<file path="config.mk">
export PLATFORM = sky130hd
export DESIGN_NAME = regfile_dump_tx_flat
export DESIGN_NICKNAME = d
export VERILOG_FILES = /design/src/rtl/regdump_pkg.sv /design/src/rtl/regfile_dump_tx_if.sv /design/src/rtl/regdump_snap.sv /design/src/rtl/regfile_dump_tx.sv /design/src/flat_wrapper.sv
export SDC_FILE = /design/constraint.sdc
export NUM_CORES = 1
export LEC_CHECK = 0
export CORE_ASPECT_RATIO = 1.75
export CORE_MARGIN = 4
export CORE_UTILIZATION = 45
export CTS_CLUSTER_DIAMETER = 150
export CTS_CLUSTER_SIZE = 20
export DETAILED_ROUTE_END_ITERATION = 6
export GPL_ROUTABILITY_DRIVEN = 0
export PLACE_DENSITY = 0.75
export SYNTH_ARGS = -nofsm -noshare
export SYNTH_HDL_FRONTEND = slang
export SYNTH_SLANG_ARGS = --single-unit
</file>
<file path="constraint.sdc">
create_clock -name clk -period 2.3 [get_ports clk]
set_input_delay 0.46 -clock clk [delete_from_list [all_inputs] [get_ports clk]]
set_output_delay 0.46 -clock clk [all_outputs]
set_load 0.005 [all_outputs]
</file>
<file path="src/rtl/regdump_pkg.sv">
// Shared types and constants for the register-dump transmitter.
// REGDUMP_CHECKSUM_EN adds the trailing XOR checksum state.
package regdump_pkg;

  localparam int REGDUMP_NUM_REGS = 8;
  localparam int REGDUMP_BYTES    = 16;
  localparam logic [7:0] REGDUMP_HDR_DEFAULT = 8'hA5;

  typedef enum logic [1:0] {
    ST_IDLE,
    ST_HDR,
    ST_DATA
`ifdef REGDUMP_CHECKSUM_EN
    , ST_CSUM
`endif
  } regdump_state_t;

endpackage

</file>
<file path="src/rtl/regfile_dump_tx_if.sv">
// Byte-stream valid/ready link out of the register-dump transmitter.
interface regfile_dump_tx_if;
  logic [7:0] tx_data;
  logic       tx_valid;
  logic       tx_ready;

  modport master (output tx_data, output tx_valid, input tx_ready);
  modport slave  (input tx_data, input tx_valid, output tx_ready);
endinterface

</file>
<file path="src/rtl/regdump_snap.sv">
// 8x16 snapshot bank captured on request, with a byte-select read mux
// (even index = high byte, odd index = low byte of register index/2).
module regdump_snap
  import regdump_pkg::*;
(
  input  logic        clk,
  input  logic        rst,
  input  logic        cap,
  input  logic [15:0] r0,
  input  logic [15:0] r1,
  input  logic [15:0] r2,
  input  logic [15:0] r3,
  input  logic [15:0] r4,
  input  logic [15:0] r5,
  input  logic [15:0] r6,
  input  logic [15:0] r7,
  input  logic [3:0]  sel,
  output logic [7:0]  sel_byte
);

  logic [15:0] bank [REGDUMP_NUM_REGS];
  logic [15:0] word;

  always_ff @(posedge clk or negedge rst) begin
    if (!rst) begin
      for (int i = 0; i < REGDUMP_NUM_REGS; i++) bank[i] <= '0;
    end else if (cap) begin
      bank[0] <= r0;
      bank[1] <= r1;
      bank[2] <= r2;
      bank[3] <= r3;
      bank[4] <= r4;
      bank[5] <= r5;
      bank[6] <= r6;
      bank[7] <= r7;
    end
  end

  always_comb begin
    word     = bank[sel[3:1]];
    sel_byte = sel[0] ? word[7:0] : word[15:8];
  end

endmodule

</file>
<file path="src/rtl/regfile_dump_tx.sv">
// Debug transmitter: snapshots r0..r7 and streams header + 16 data bytes
// (+ XOR checksum when REGDUMP_CHECKSUM_EN is defined) over valid/ready.
module regfile_dump_tx
  import regdump_pkg::*;
#(
  parameter logic [7:0] HDR_BYTE    = REGDUMP_HDR_DEFAULT,
  parameter int         AUTO_PERIOD = 0
) (
  input  logic              clk,
  input  logic              rst,
  input  logic [15:0]       r0,
  input  logic [15:0]       r1,
  input  logic [15:0]       r2,
  input  logic [15:0]       r3,
  input  logic [15:0]       r4,
  input  logic [15:0]       r5,
  input  logic [15:0]       r6,
  input  logic [15:0]       r7,
  input  logic              trigger,
  regfile_dump_tx_if.master tx,
  output logic              busy,
  output logic [7:0]        drop_cnt
);

  function automatic logic [7:0] sat_inc8(input logic [7:0] v);
    return (v == 8'hFF) ? v : v + 8'd1;
  endfunction

  regdump_state_t state;
  logic [3:0]     idx;
  logic [31:0]    per_cnt;
  logic           auto_tick;
  logic           req;
  logic           hs;
  logic           last_byte;
  logic           cap;
  logic [3:0]     sel;
  logic [7:0]     snap_byte;
`ifdef REGDUMP_CHECKSUM_EN
  logic [7:0]     csum;
`endif

  always_comb begin
    auto_tick = (AUTO_PERIOD != 0) && (per_cnt == 32'(AUTO_PERIOD - 1));
    req       = trigger | auto_tick;
    hs        = tx.tx_valid & tx.tx_ready;
`ifdef REGDUMP_CHECKSUM_EN
    last_byte = (state == ST_CSUM);
`else
    last_byte = (state == ST_DATA) && (idx == 4'(REGDUMP_BYTES - 1));
`endif
    cap = (state == ST_IDLE) && req;
    // Look ahead one byte so the register is loaded in the handshake cycle
    sel = (state == ST_HDR) ? 4'd0 : 4'(idx + 4'd1);
  end

  regdump_snap u_snap (
    .clk      (clk),
    .rst      (rst),
    .cap      (cap),
    .r0       (r0),
    .r1       (r1),
    .r2       (r2),
    .r3       (r3),
    .r4       (r4),
    .r5       (r5),
    .r6       (r6),
    .r7       (r7),
    .sel      (sel),
    .sel_byte (snap_byte)
  );

  always_ff @(posedge clk or negedge rst) begin
    if (!rst) begin
      state       <= ST_IDLE;
      idx         <= '0;
      tx.tx_data  <= '0;
      tx.tx_valid <= 1'b0;
      busy        <= 1'b0;
`ifdef REGDUMP_CHECKSUM_EN
      csum        <= '0;
`endif
    end else begin
      case (state)
        ST_IDLE: begin
          if (req) begin
            state       <= ST_HDR;
            idx         <= '0;
            tx.tx_data  <= HDR_BYTE;
            tx.tx_valid <= 1'b1;
            busy        <= 1'b1;
`ifdef REGDUMP_CHECKSUM_EN
            csum        <= '0;
`endif
          end
        end
        ST_HDR: begin
          if (hs) begin
            state      <= ST_DATA;
            tx.tx_data <= snap_byte;
          end
        end
        ST_DATA: begin
          if (hs) begin
`ifdef REGDUMP_CHECKSUM_EN
            csum <= csum ^ tx.tx_data;
`endif
            if (idx == 4'(REGDUMP_BYTES - 1)) begin
`ifdef REGDUMP_CHECKSUM_EN
              state      <= ST_CSUM;
              tx.tx_data <= csum ^ tx.tx_data;
`else
              state       <= ST_IDLE;
              tx.tx_data  <= '0;
              tx.tx_valid <= 1'b0;
              busy        <= 1'b0;
`endif
            end else begin
              idx        <= 4'(idx + 4'd1);
              tx.tx_data <= snap_byte;
            end
          end
        end
`ifdef REGDUMP_CHECKSUM_EN
        ST_CSUM: begin
          if (hs) begin
            state       <= ST_IDLE;
            tx.tx_data  <= '0;
            tx.tx_valid <= 1'b0;
            busy        <= 1'b0;
          end
        end
`endif
        default: state <= ST_IDLE;
      endcase
    end
  end

  // Free-running period counter; never paused by an active frame
  always_ff @(posedge clk or negedge rst) begin
    if (!rst) begin
      per_cnt <= '0;
    end else if (auto_tick) begin
      per_cnt <= '0;
    end else if (AUTO_PERIOD != 0) begin
      per_cnt <= per_cnt + 32'd1;
    end
  end

  // A request coinciding with the final handshake is not a drop
  always_ff @(posedge clk or negedge rst) begin
    if (!rst) begin
      drop_cnt <= '0;
    end else if (req && (state != ST_IDLE) && !(hs && last_byte)) begin
      drop_cnt <= sat_inc8(drop_cnt);
    end
  end

endmodule
</file>
<file path="src/flat_wrapper.sv">
// flat-port wrapper written by rule: the top's interface ports become plain ports
module regfile_dump_tx_flat import regdump_pkg::*;
#(
  parameter logic [7:0] HDR_BYTE    = REGDUMP_HDR_DEFAULT,
  parameter int         AUTO_PERIOD = 0
)
  (clk, rst, r0, r1, r2, r3, r4, r5, r6, r7, trigger, busy, drop_cnt, tx_tx_data, tx_tx_valid, tx_tx_ready);
  regfile_dump_tx_if tx_i ();
  input  logic clk;
  input  logic rst;
  input  logic [15:0] r0;
  input  logic [15:0] r1;
  input  logic [15:0] r2;
  input  logic [15:0] r3;
  input  logic [15:0] r4;
  input  logic [15:0] r5;
  input  logic [15:0] r6;
  input  logic [15:0] r7;
  input  logic trigger;
  output logic busy;
  output logic [7:0] drop_cnt;
  output wire logic [$bits(tx_i.tx_data)-1:0] tx_tx_data;
  output wire logic [$bits(tx_i.tx_valid)-1:0] tx_tx_valid;
  input wire logic [$bits(tx_i.tx_ready)-1:0] tx_tx_ready;
  assign tx_tx_data = tx_i.tx_data;
  assign tx_tx_valid = tx_i.tx_valid;
  assign tx_i.tx_ready = tx_tx_ready;
  regfile_dump_tx #(.HDR_BYTE(HDR_BYTE), .AUTO_PERIOD(AUTO_PERIOD)) u_core (.clk(clk), .rst(rst), .r0(r0), .r1(r1), .r2(r2), .r3(r3), .r4(r4), .r5(r5), .r6(r6), .r7(r7), .trigger(trigger), .tx(tx_i), .busy(busy), .drop_cnt(drop_cnt));
endmodule
</file>
==> results of run 1 <==
[worst max-delay path, delay by kind of cell, from the launching register on]
kind | cells | cell delay (ps)
adder cells (fa/ha/maj) | 1 | 230
flip-flops | 1 | 380
AND/OR/NAND/NOR | 1 | 300
multiplexers | 1 | 360
AO/OA/AOI/OAI | 3 | 590
XOR/XNOR | 1 | 240
[area by class of cell]
type,count,area [um2]
Clock inverter,13,168
Tap cell,186,233
Inverter,7,26.3
Fill cell,1171,5690
Sequential cell,151,3780
Clock buffer,19,453
Timing Repair Buffer,192,1900
Multi-Input combinational cell,355,3210
[cells by family (layout without fill, tap and decap cells)]
| group | after synthesis | count (layout) | synth area share [%] |
|---|---|---|---|
| mux | 182 | 182 | 29.7 |
| flops | 151 | 151 | 53.0 |
| simple gates | 101 | 102 | 6.84 |
| compound gates | 55 | 55 | 5.28 |
| buf+inv | 38 | 231 | 2.53 |
| xor+xnor | 10 | 10 | 1.60 |
| fa+ha+maj | 6 | 6 | 1.05 |
[timing repair]
item | in CTS | in global routing
setup endpoints to repair | 6 | 8
gates cloned | 0 | 2
gates resized for setup | 2 | 6
buffers inserted | 0 | 8
pin swaps | 0 | 2
[sequential cells by signal, summed over array words and instances, names as in the netlist]
signal and flops:
u_core.u_snap.bank 128, u_core.drop_cnt 8, u_core.tx.tx_data 8, u_core.idx 4, u_core.state 2, u_core.tx.tx_valid 1
[through the flow]
stage / setup WS, ps / instance area (um2) / setup TNS (ps)
floorplan: 60.0 / 7130 / 0
global placement: 43.7 / 9050 / 0
detailed placement: -57.3 / 9050 / -180
CTS: 22.3 / 9670 / 0
global route: 7.85 / 9770 / 0
finish: 97.2 / 9770 / 0
[worst max-delay path by stage]
stage                               from                                to  cells after the start
3_5_place_dp   u_core.idx[0]$_DFFE_PN0P_  u_core.tx.tx_data[5]$_DFFE_PN0P_                      8
3_3_place_gp   u_core.idx[0]$_DFFE_PN0P_  u_core.tx.tx_data[3]$_DFFE_PN0P_                      7
4_1_cts        u_core.idx[0]$_DFFE_PN0P_  u_core.tx.tx_data[5]$_DFFE_PN0P_                      9
6_report       u_core.idx[0]$_DFFE_PN0P_  u_core.tx.tx_data[0]$_DFFE_PN0P_                      7
5_1_grt        u_core.idx[1]$_DFFE_PN0P_  u_core.tx.tx_data[0]$_DFFE_PN0P_                      7
2_1_floorplan  u_core.idx[0]$_DFFE_PN0P_  u_core.tx.tx_data[1]$_DFFE_PN0P_                      9
[power groups by stage]
stage / clock, mW / combinational (mW) / sequential [mW]
CTS: 2.95 / 0.566 / 2.79
global placement: 0 / 0.551 / 2.84
finish: 2.91 / 0.553 / 2.79
global route: 3.07 / 0.603 / 2.80
detailed placement: 0 / 0.562 / 2.84
floorplan: 0 / 0.101 / 2.84
[synthesized netlist by cell type (2+ instances only)]
master	number	area, um2
a2111o_1	3	33.8
a211oi_1	2	15.0
a21oi_1	13	65.1
a22o_1	5	43.8
a31oi_1	4	25.0
and2_1	2	12.5
and3_1	3	18.8
buf_2	3	15.0
buf_4	5	37.5
buf_6	2	22.5
clkbuf_1	20	75.1
dfrtp_1	151	3780
ha_1	6	75.1
inv_1	7	26.3
mux2_2	147	1660
mux2i_1	26	260
mux4_2	9	203
nand2_1	35	131
nand2b_1	2	12.5
nand3_1	20	100
nand4_1	6	37.5
nor2_1	18	67.6
nor3_1	9	45.0
o2111ai_1	3	26.3
o21ai_0	8	40.0
o22ai_1	9	56.3
xnor2_1	4	35.0
xor2_1	4	35.0
[layer usage]
metal  routed length (um)  global-route usage (%)
met1                 6830                    24.3
met4                 1100                    12.3
met3                  915                    4.38
met5                    0                       0
met2                11000                    39.8
==> results_dict.tcl, run 1 <==
set metrics [dict create \
    run_status "complete, but fails checks" \
    violations "hold timing" \
    die_y_um 175 \
    path_cells "ha_2 > xor2_4 > and2_2 > mux2_2 > a21oi_1 > o22ai_1 > a2111o_1" \
    syn_area_um2 7130 \
    finalMaxSlewViolations 0 \
    p_comb_share_pct 8.8 \
    synth_edf_count 0 \
    ys_warn_count 0 \
    synthCells 543 \
    insertion_delay_ps 420 \
    period_needed_ps 2200 \
    dp_hpwl_mm 15.1 \
    fin_hold_ws_ps -1.14 \
    crit_path_max_incr_delay_ps 380 \
    antenna_found_initial 0 \
    rsz0062_at_grt "false" \
    synth_nets 681 \
    core_um2 15500 \
    p_int_mw 4.87 \
    clk_pin_slew_ps 70 \
    area_growth_pct 37.0 \
    dp_cells 881 \
    final_layout_size_suffix_gt1_share_pct 33.0 \
    path_max_fanout 6 \
    synthArstFlopShare_pct 100 \
    critPathArrivalTime_ps 2500 \
    n_antenna_cell 0 \
    ctsHoldBuffers 0 \
    endpoint_kind "flip-flop" \
    reg2reg_depth 7 \
    cts_sinks 151 \
    ys_types 45 \
    clkPwrFrac_pct 46.6 \
    p_sw_share_pct 22.3 \
    worstMarginPinSlew_ps 549 \
    worstPathRequired_ps 2600 \
    fin_util_pct 63.2 \
    initial_core_util_pct 46.1 \
    hold_viol_final 1 \
    critPathLaunchType "flip-flop" \
    fin_total_pwr_mw 6.26 \
    final_antenna_net_count 0 \
    clock_path_buffers 2 \
    first_global_vias 5594 \
    syn_area_per_cell_um2 13.1 \
    synth-seq-area-share_pct 53.0 \
    post-route-period-util_pct 95.8 \
    regToRegSetupSlack_ps 100 \
    cts_max_level 4 \
    vias_per_cell 5.62 \
    peakVddDrop_mv 0.440 \
    portBuffers 149 \
    die_w_um 103 \
    root_buffer "clkbuf_16" \
    pwr-share-seq_pct 44.6 \
    grt_usage_pct 22.5 \
    drt_iter0_markers 233 \
    grt_overflow 0 \
    cp_slowest_cell "dfrtp_1" \
    layout_common_cells "151 x dfrtp_1, 148 x clkdlybuf4s50_1, 147 x mux2_2" \
    leakagePower_nw 4.47 \
    fin_cells 923 \
    r2r_start "u_core.idx[0]$_DFFE_PN0P_" \
    fin_nets 862 \
    pin_count 150 \
    worstSetupPathType "flip-flop to flip-flop" \
    maxCapViolations 0 \
    drc 0 \
    final_common_cell "dfrtp_1" \
    cts_inserted_buffers 17 \
    ys.flop_type "dfrtp_1" \
    switching_power_mw 1.39 \
    wl_per_cell_um 21.5 \
    rows 60 \
    routed_wl_mm 19.9 \
    ys_ff_latch 151 \
    first_pass_iters 4 \
    r2r-end "u_core.tx.tx_data[0]$_DFFE_PN0P_" \
    cts_tree "yes" \
    vias 5184 \
    timing.fmax_mhz 454 \
    power.density_nw_per_um2 641 \
    grt_max_degree 58 \
    setup_viol 0 \
    hp-class "primary input to asynchronous set/reset pin" \
    grt_first_pass_wirelength_mm 30.2 \
    dieArea_um2 18000 \
    slew_headroom_pct 63.4 \
    clock_skew_ps 8.50 \
]
(Power assumes the default switching activity.)
==> run 2, diff against run 1 <==
--- a/config.mk
+++ b/config.mk
@@ -5,6 +5,8 @@
 export SDC_FILE = /design/constraint.sdc
 export NUM_CORES = 1
 export LEC_CHECK = 0
+export ABC_AREA = 1
+export CAP_MARGIN = 20
 export CORE_ASPECT_RATIO = 1.75
 export CORE_MARGIN = 4
 export CORE_UTILIZATION = 45
@@ -12,7 +14,8 @@
 export CTS_CLUSTER_SIZE = 20
 export DETAILED_ROUTE_END_ITERATION = 6
 export GPL_ROUTABILITY_DRIVEN = 0
-export PLACE_DENSITY = 0.75
+export PLACE_DENSITY = 0.74
+export SKIP_LAST_GASP = 1
 export SYNTH_ARGS = -nofsm -noshare
 export SYNTH_HDL_FRONTEND = slang
 export SYNTH_SLANG_ARGS = --single-unit
==> results_dict.tcl, run 2 <==
set metrics [dict create \
    run_status "complete, but fails checks" \
    violations "hold timing" \
    wl_per_cell_um 16.1 \
    post_cts_buffers 0 \
    period_needed_ps 2160 \
    pin_count 150 \
    vias 6200 \
    endpoint_kind "flip-flop" \
    cts_sinks 151 \
    grt_overflow 0 \
    ctsResizeCount 0 \
    rsz0062_at_grt "false" \
    reg2reg_depth 10 \
    grt_max_degree 56 \
    nFillCells 1353 \
    leakagePower_nw 5.02 \
    synth-seq-area-share_pct 51.6 \
    antenna_found_initial 0 \
    regToRegSetupSlack_ps 140 \
    cp_slowest_cell "dfrtp_1" \
    grt_first_pass_wirelength_mm 31.6 \
    synthCells 854 \
    vias_per_cell 5.13 \
    synth_commonest_cells "198 x nand2_1, 151 x dfrtp_1, 104 x nor2_1, 91 x inv_1, 68 x a21oi_1" \
    dieArea_um2 18400 \
    place_ws_ps 157 \
    placed_area_um2 9160 \
    fin_util_pct 61.3 \
    ys_warn_count 0 \
    synth_edf_count 0 \
    worst_slack_ps 136 \
    worstMarginPinSlew_ps 503 \
    clock_path_buffers 2 \
    synth_top_cell_by_area "dfrtp_1" \
    multiInputGateArea_um2 3000 \
    drc 0 \
    final_antenna_net_count 0 \
    r2r-end "u_core.tx.tx_data[3]$_DFFE_PN0P_" \
    maxCapViolations 0 \
    clock_skew_ps 8.99 \
    design_area_um2 9780 \
    crit_buf_inv 2 \
    ys_types 28 \
    syn_area_per_cell_um2 8.57 \
    critPathMostFrequentCell "nand3_1" \
    final_common_cell "nand2_1" \
    yosysMostFrequentCell "nand2_1" \
    area_growth_pct 33.7 \
    post-route-period-util_pct 94.1 \
    power.density_nw_per_um2 651 \
    worstPathRequired_ps 2630 \
    regMostFlops "u_core.u_snap.bank" \
    fin_tns_setup_ps 0 \
    synthArstFlopShare_pct 100 \
    cts_max_level 4 \
    root_buffer "clkbuf_16" \
    critPathLaunchType "flip-flop" \
    ys_ff_latch 151 \
    portBuffers 149 \
    ctsHoldBuffers 0 \
    first_pass_iters 4 \
    n_antenna_cell 0 \
    hold_viol_final 5 \
    syn_area_um2 7320 \
    crit_path_max_incr_delay_ps 410 \
    initial_core_util_pct 45.9 \
    dp_hpwl_mm 14.5 \
    slew_headroom_pct 66.5 \
    r2r_start "u_core.idx[1]$_DFFE_PN0P_" \
    layout_common_cells "197 x nand2_1, 151 x dfrtp_1, 148 x clkdlybuf4s50_1" \
    largest_register_ff_count 128 \
    synth_top_cell_area_share_pct 51.6 \
    path_max_fanout 15 \
    reg_top3 "u_core.u_snap.bank: 128 flops, u_core.drop_cnt: 8 flops, u_core.tx.tx_data: 8 flops" \
    critPathArrivalTime_ps 2490 \
    final_layout_size_suffix_gt1_share_pct 13.2 \
    finalMaxSlewViolations 0 \
    insertion_delay_ps 410 \
    setup_viol 0 \
    core_um2 16000 \
    crit_family "simple AND/OR/NAND/NOR gates" \
    path_cells "ha_1 > inv_1 > nor2_4 > buf_4 > nor2_1 > o21ai_0 > nand3_1 > nand3_1 > nand3_1 > o21ai_0" \
    rows 61 \
    cts_tree "yes" \
    yosys-top-cells-area "dfrtp_1 52%, nand2_1 10%, mux2_2 10%" \
    clk_pin_slew_ps 60 \
    drt_iter0_markers 309 \
    regArea_um2 3780 \
    timing.fmax_mhz 462 \
    grt_usage_pct 21.7 \
    hp-class "primary input to asynchronous set/reset pin" \
    ys.flop_type "dfrtp_1" \
    die_y_um 177 \
    synth_nets 992 \
    fin_nets 1145 \
    peakVddDrop_mv 0.544 \
    cts_inserted_buffers 17 \
    worstSetupPathType "flip-flop to flip-flop" \
    routed_wl_mm 19.5 \
    first_global_vias 6446 \
    die_w_um 104 \
    fin_hold_ws_ps -13.8 \
]
## run 2: cell count changes after synthesis, moves of 8 or more
cell,before,now
a21oi_1,13,68
buf_2,3,21
mux2i_1,26,0
o21ai_0,8,31
nor2_1,18,104
mux4_2,9,0
nand2_1,35,198
inv_1,7,91
nand3_1,20,66
nor3_1,9,1
mux2_2,147,65
## run 2: per-stage QoR
step | instances | power [mW]
after floorplan | 854 | 3.09
after global placement | 1175 | 3.57
after detailed placement | 1175 | 3.58
after CTS | 1206 | 6.39
after global routing | 1208 | 6.60
final | 1208 | 6.37
## run 2: layout make-up
type,count,area share (%)
Inverter,92,3.53
Multi-Input combinational cell,567,30.6
Timing Repair Buffer,178,18.6
Clock buffer,20,4.77
Clock inverter,11,1.41
Tap cell,189,2.42
Sequential cell,151,38.6
## run 2: power by group
part           internal (mW)  switching [mW]  leakage [nW]  total [mW]
logic                  0.415           0.351          3.00       0.766
registers               2.71          0.0625          1.73        2.77
clock network           1.70            1.13         0.288        2.83
total                   4.82            1.54          5.02        6.37
## run 2: metal layers
metal | vias to the layer above | global-route usage [%] | part of all wire (%)
met5 | - | 0 | 0
met2 | 172 | 41.2 | 55
met4 | 0 | 9.76 | 3.7
met1 | 2965 | 23.1 | 37
met3 | 37 | 3.91 | 3.6
li1 | 3026 | - | -
## run 2: cell families (layout without fill, tap and decap cells)
family                   count (synthesis)  in the layout  synth area share [%]
AO/OA/AOI/OAI                          110            110                  7.73
XOR/XNOR                                 7              7                 0.838
adder cells (fa/ha/maj)                  6              6                  1.03
buffers and inverters                  136            301                  7.64
flip-flops                             151            151                  51.6
multiplexers                            65             65                  10.0
AND/OR/NAND/NOR                        379            379                  21.1
## run 2: worst max-delay path by stage
| stage | startpoint | endpoint | slack, ps | depth (start not counted) |
|---|---|---|---|---|
| 2_1_floorplan | u_core.idx[0]$_DFFE_PN0P_ | u_core.tx.tx_data[6]$_DFFE_PN0P_ | 530 | 12 |
| 3_3_place_gp | trigger | u_core.tx.tx_data[1]$_DFFE_PN0P_ | 190 | 8 |
| 3_5_place_dp | u_core.state[1]$_DFFE_PN0P_ | u_core.tx.tx_data[3]$_DFFE_PN0P_ | 160 | 11 |
| 4_1_cts | u_core.state[1]$_DFFE_PN0P_ | u_core.tx.tx_data[3]$_DFFE_PN0P_ | 120 | 11 |
| 5_1_grt | u_core.state[1]$_DFFE_PN0P_ | u_core.tx.tx_data[3]$_DFFE_PN0P_ | 20 | 11 |
| 6_report | u_core.idx[1]$_DFFE_PN0P_ | u_core.tx.tx_data[3]$_DFFE_PN0P_ | 140 | 10 |
==> run 3, diff against run 2 <==
--- a/config.mk
+++ b/config.mk
@@ -6,7 +6,6 @@
 export NUM_CORES = 1
 export LEC_CHECK = 0
 export ABC_AREA = 1
-export CAP_MARGIN = 20
 export CORE_ASPECT_RATIO = 1.75
 export CORE_MARGIN = 4
 export CORE_UTILIZATION = 45
@@ -14,7 +13,8 @@
 export CTS_CLUSTER_SIZE = 20
 export DETAILED_ROUTE_END_ITERATION = 6
 export GPL_ROUTABILITY_DRIVEN = 0
-export PLACE_DENSITY = 0.74
+export PLACE_DENSITY = 0.71
+export SETUP_SLACK_MARGIN = 0.4
 export SKIP_LAST_GASP = 1
 export SYNTH_ARGS = -nofsm -noshare
 export SYNTH_HDL_FRONTEND = slang
==> constraint.sdc (replaced) <==
create_clock -name clk -period 2.7 [get_ports clk]
set_input_delay 0.54 -clock clk [delete_from_list [all_inputs] [get_ports clk]]
set_output_delay 0.54 -clock clk [all_outputs]
set_load 0.005 [all_outputs]
==> results_dict.tcl, run 3 (same netlist as run 2, synthesis figures left out) <==
set metrics [dict create \
    final_layout_size_suffix_gt1_share_pct 13.7 \
    nFillCells 1379 \
    hp-class "primary input to asynchronous set/reset pin" \
    dp_cells 1175 \
    regMostFlops "u_core.u_snap.bank" \
    cts_tree "yes" \
    crit_path_max_incr_delay_ps 450 \
    endpoint_kind "flip-flop" \
    cp_slowest_cell "dfrtp_2" \
    critPathArrivalTime_ps 2520 \
    layout_common_cells "197 x nand2_1, 149 x dfrtp_1, 148 x clkdlybuf4s50_1" \
    critPathMostFrequentCell "nand3_1" \
    design_area_um2 9870 \
    pin_count 150 \
    largest_register_ff_count 128 \
    worstMarginPinSlew_ps 587 \
    path_max_fanout 16 \
    grt_overflow 0 \
    first_pass_iters 5 \
    cts_inserted_buffers 17 \
    root_buffer "clkbuf_16" \
    antenna_found_initial 1 \
    maxCapViolations 0 \
    grt_max_degree 61 \
    grt_first_pass_wirelength_mm 31.5 \
    routed_wl_mm 20.0 \
    worst_slack_ps 521 \
    placed_area_um2 9160 \
    critPathLaunchType "flip-flop" \
    path_cells "ha_4 > buf_4 > inv_1 > nor2_4 > buf_12 > clkbuf_16 > nor2_1 > o21ai_0 > nand3_1 > nand3_1 > nand3_1 > o21ai_0" \
    peakVddDrop_mv 0.442 \
    die_y_um 177 \
    slew_headroom_pct 60.9 \
    grt_usage_pct 21.7 \
    place_ws_ps 458 \
    regArea_um2 3780 \
    rsz0062_at_grt "true" \
    die_w_um 104 \
    fin_hold_ws_ps 87.0 \
    multiInputGateArea_um2 3030 \
    insertion_delay_ps 430 \
    drc 0 \
    core_um2 16000 \
    vias 6258 \
    setup_viol 0 \
    period_needed_ps 2180 \
    fin_nets 1147 \
    cts_max_level 4 \
    fin_cells 1212 \
    crit_family "buffers and inverters" \
    worstSetupPathType "flip-flop to flip-flop" \
    dieArea_um2 18400 \
    clk_pin_slew_ps 60 \
    portBuffers 149 \
    reg2reg_depth 12 \
    clock_skew_ps 9.51 \
    clock_path_buffers 2 \
    worstPathRequired_ps 3040 \
    run_status "complete, no violations" \
    post-route-period-util_pct 80.7 \
    finalMaxSlewViolations 0 \
    fin_tns_setup_ps 0 \
    hold_viol_final 0 \
    dp_hpwl_mm 14.6 \
    reg_top3 "u_core.u_snap.bank: 128 flops, u_core.drop_cnt: 8 flops, u_core.tx.tx_data: 8 flops" \
    wl_per_cell_um 16.5 \
    timing.fmax_mhz 459 \
    final_common_cell "nand2_1" \
    final_antenna_net_count 0 \
    area_growth_pct 34.9 \
    drt_iter0_markers 292 \
    leakagePower_nw 5.04 \
    initial_core_util_pct 45.9 \
    crit_buf_inv 4 \
    cts_sinks 151 \
    vias_per_cell 5.16 \
    first_global_vias 6467 \
    cp_num_cells 12 \
    rows 61 \
    power.density_nw_per_um2 543 \
]
## run 3: layer usage
metal / up-vias / share of wire, % / track usage, %
li1: 3038 / - / -
met1: 2966 / 36 / 23.2
met2: 197 / 55 / 39.8
met3: 57 / 4.8 / 4.45
met4: 0 / 4.4 / 11.6
met5: - / 0 / 0
## run 3: what timing repair did
action                                  CTS  global route
pin swaps                                 0             1
resized for setup                         2             7
hold buffers                              0             0
cloned                                    0             3
endpoints found under the setup margin    2             8
setup buffers                             0             1
## run 3: stage by stage
step                      utilization, %  power [mW]
after detailed placement            57.4        3.06
final                               61.9        5.36
after floorplan                        -        2.63
after global placement              57.4        3.05
after CTS                           61.0        5.36
after global routing                61.9        5.55
## run 3: worst paths after layout
check | slack (ps) | end | from
hold reg to reg | 510 | u_core.u_snap.bank[31]$_DFFE_PN0P_ | u_core.u_snap.bank[31]$_DFFE_PN0P_
setup / recovery | 520 | u_core.tx.tx_data[4]$_DFFE_PN0P_ | u_core.idx[0]$_DFFE_PN0P_
setup reg to reg | 520 | u_core.tx.tx_data[4]$_DFFE_PN0P_ | u_core.idx[0]$_DFFE_PN0P_
min in group clk | 510 | u_core.u_snap.bank[31]$_DFFE_PN0P_ | u_core.u_snap.bank[31]$_DFFE_PN0P_
max in group asynchronous | 1930 | u_core.idx[0]$_DFFE_PN0P_ | rst
hold / removal | 90 | u_core.u_snap.bank[30]$_DFFE_PN0P_ | rst
## run 3: layout make-up
cell class	instances	share of cell area, %
sequential	151	38.3
clock inverter	12	1.19
tap	189	2.40
inverter	92	3.50
timing repair buffer	180	19.3
antenna	1	0.0254
multi-input combinational	567	30.7
clock buffer	20	4.53
## run 3: worst register-to-register path, stage by stage, from the launching register on
cell	delay, ps
dfrtp_2	450
ha_4	320
buf_4	180
inv_1	110
nor2_4	130
buf_12	140
clkbuf_16	170
nor2_1	50
o21ai_0	150
nand3_1	140
nand3_1	110
nand3_1	70
o21ai_0	90
## run 3: power breakdown
part	switching [mW]	internal (mW)	leakage, nW
clock	0.998	1.31	0.264
combinational	0.314	0.382	3.04
sequential	0.0534	2.31	1.73
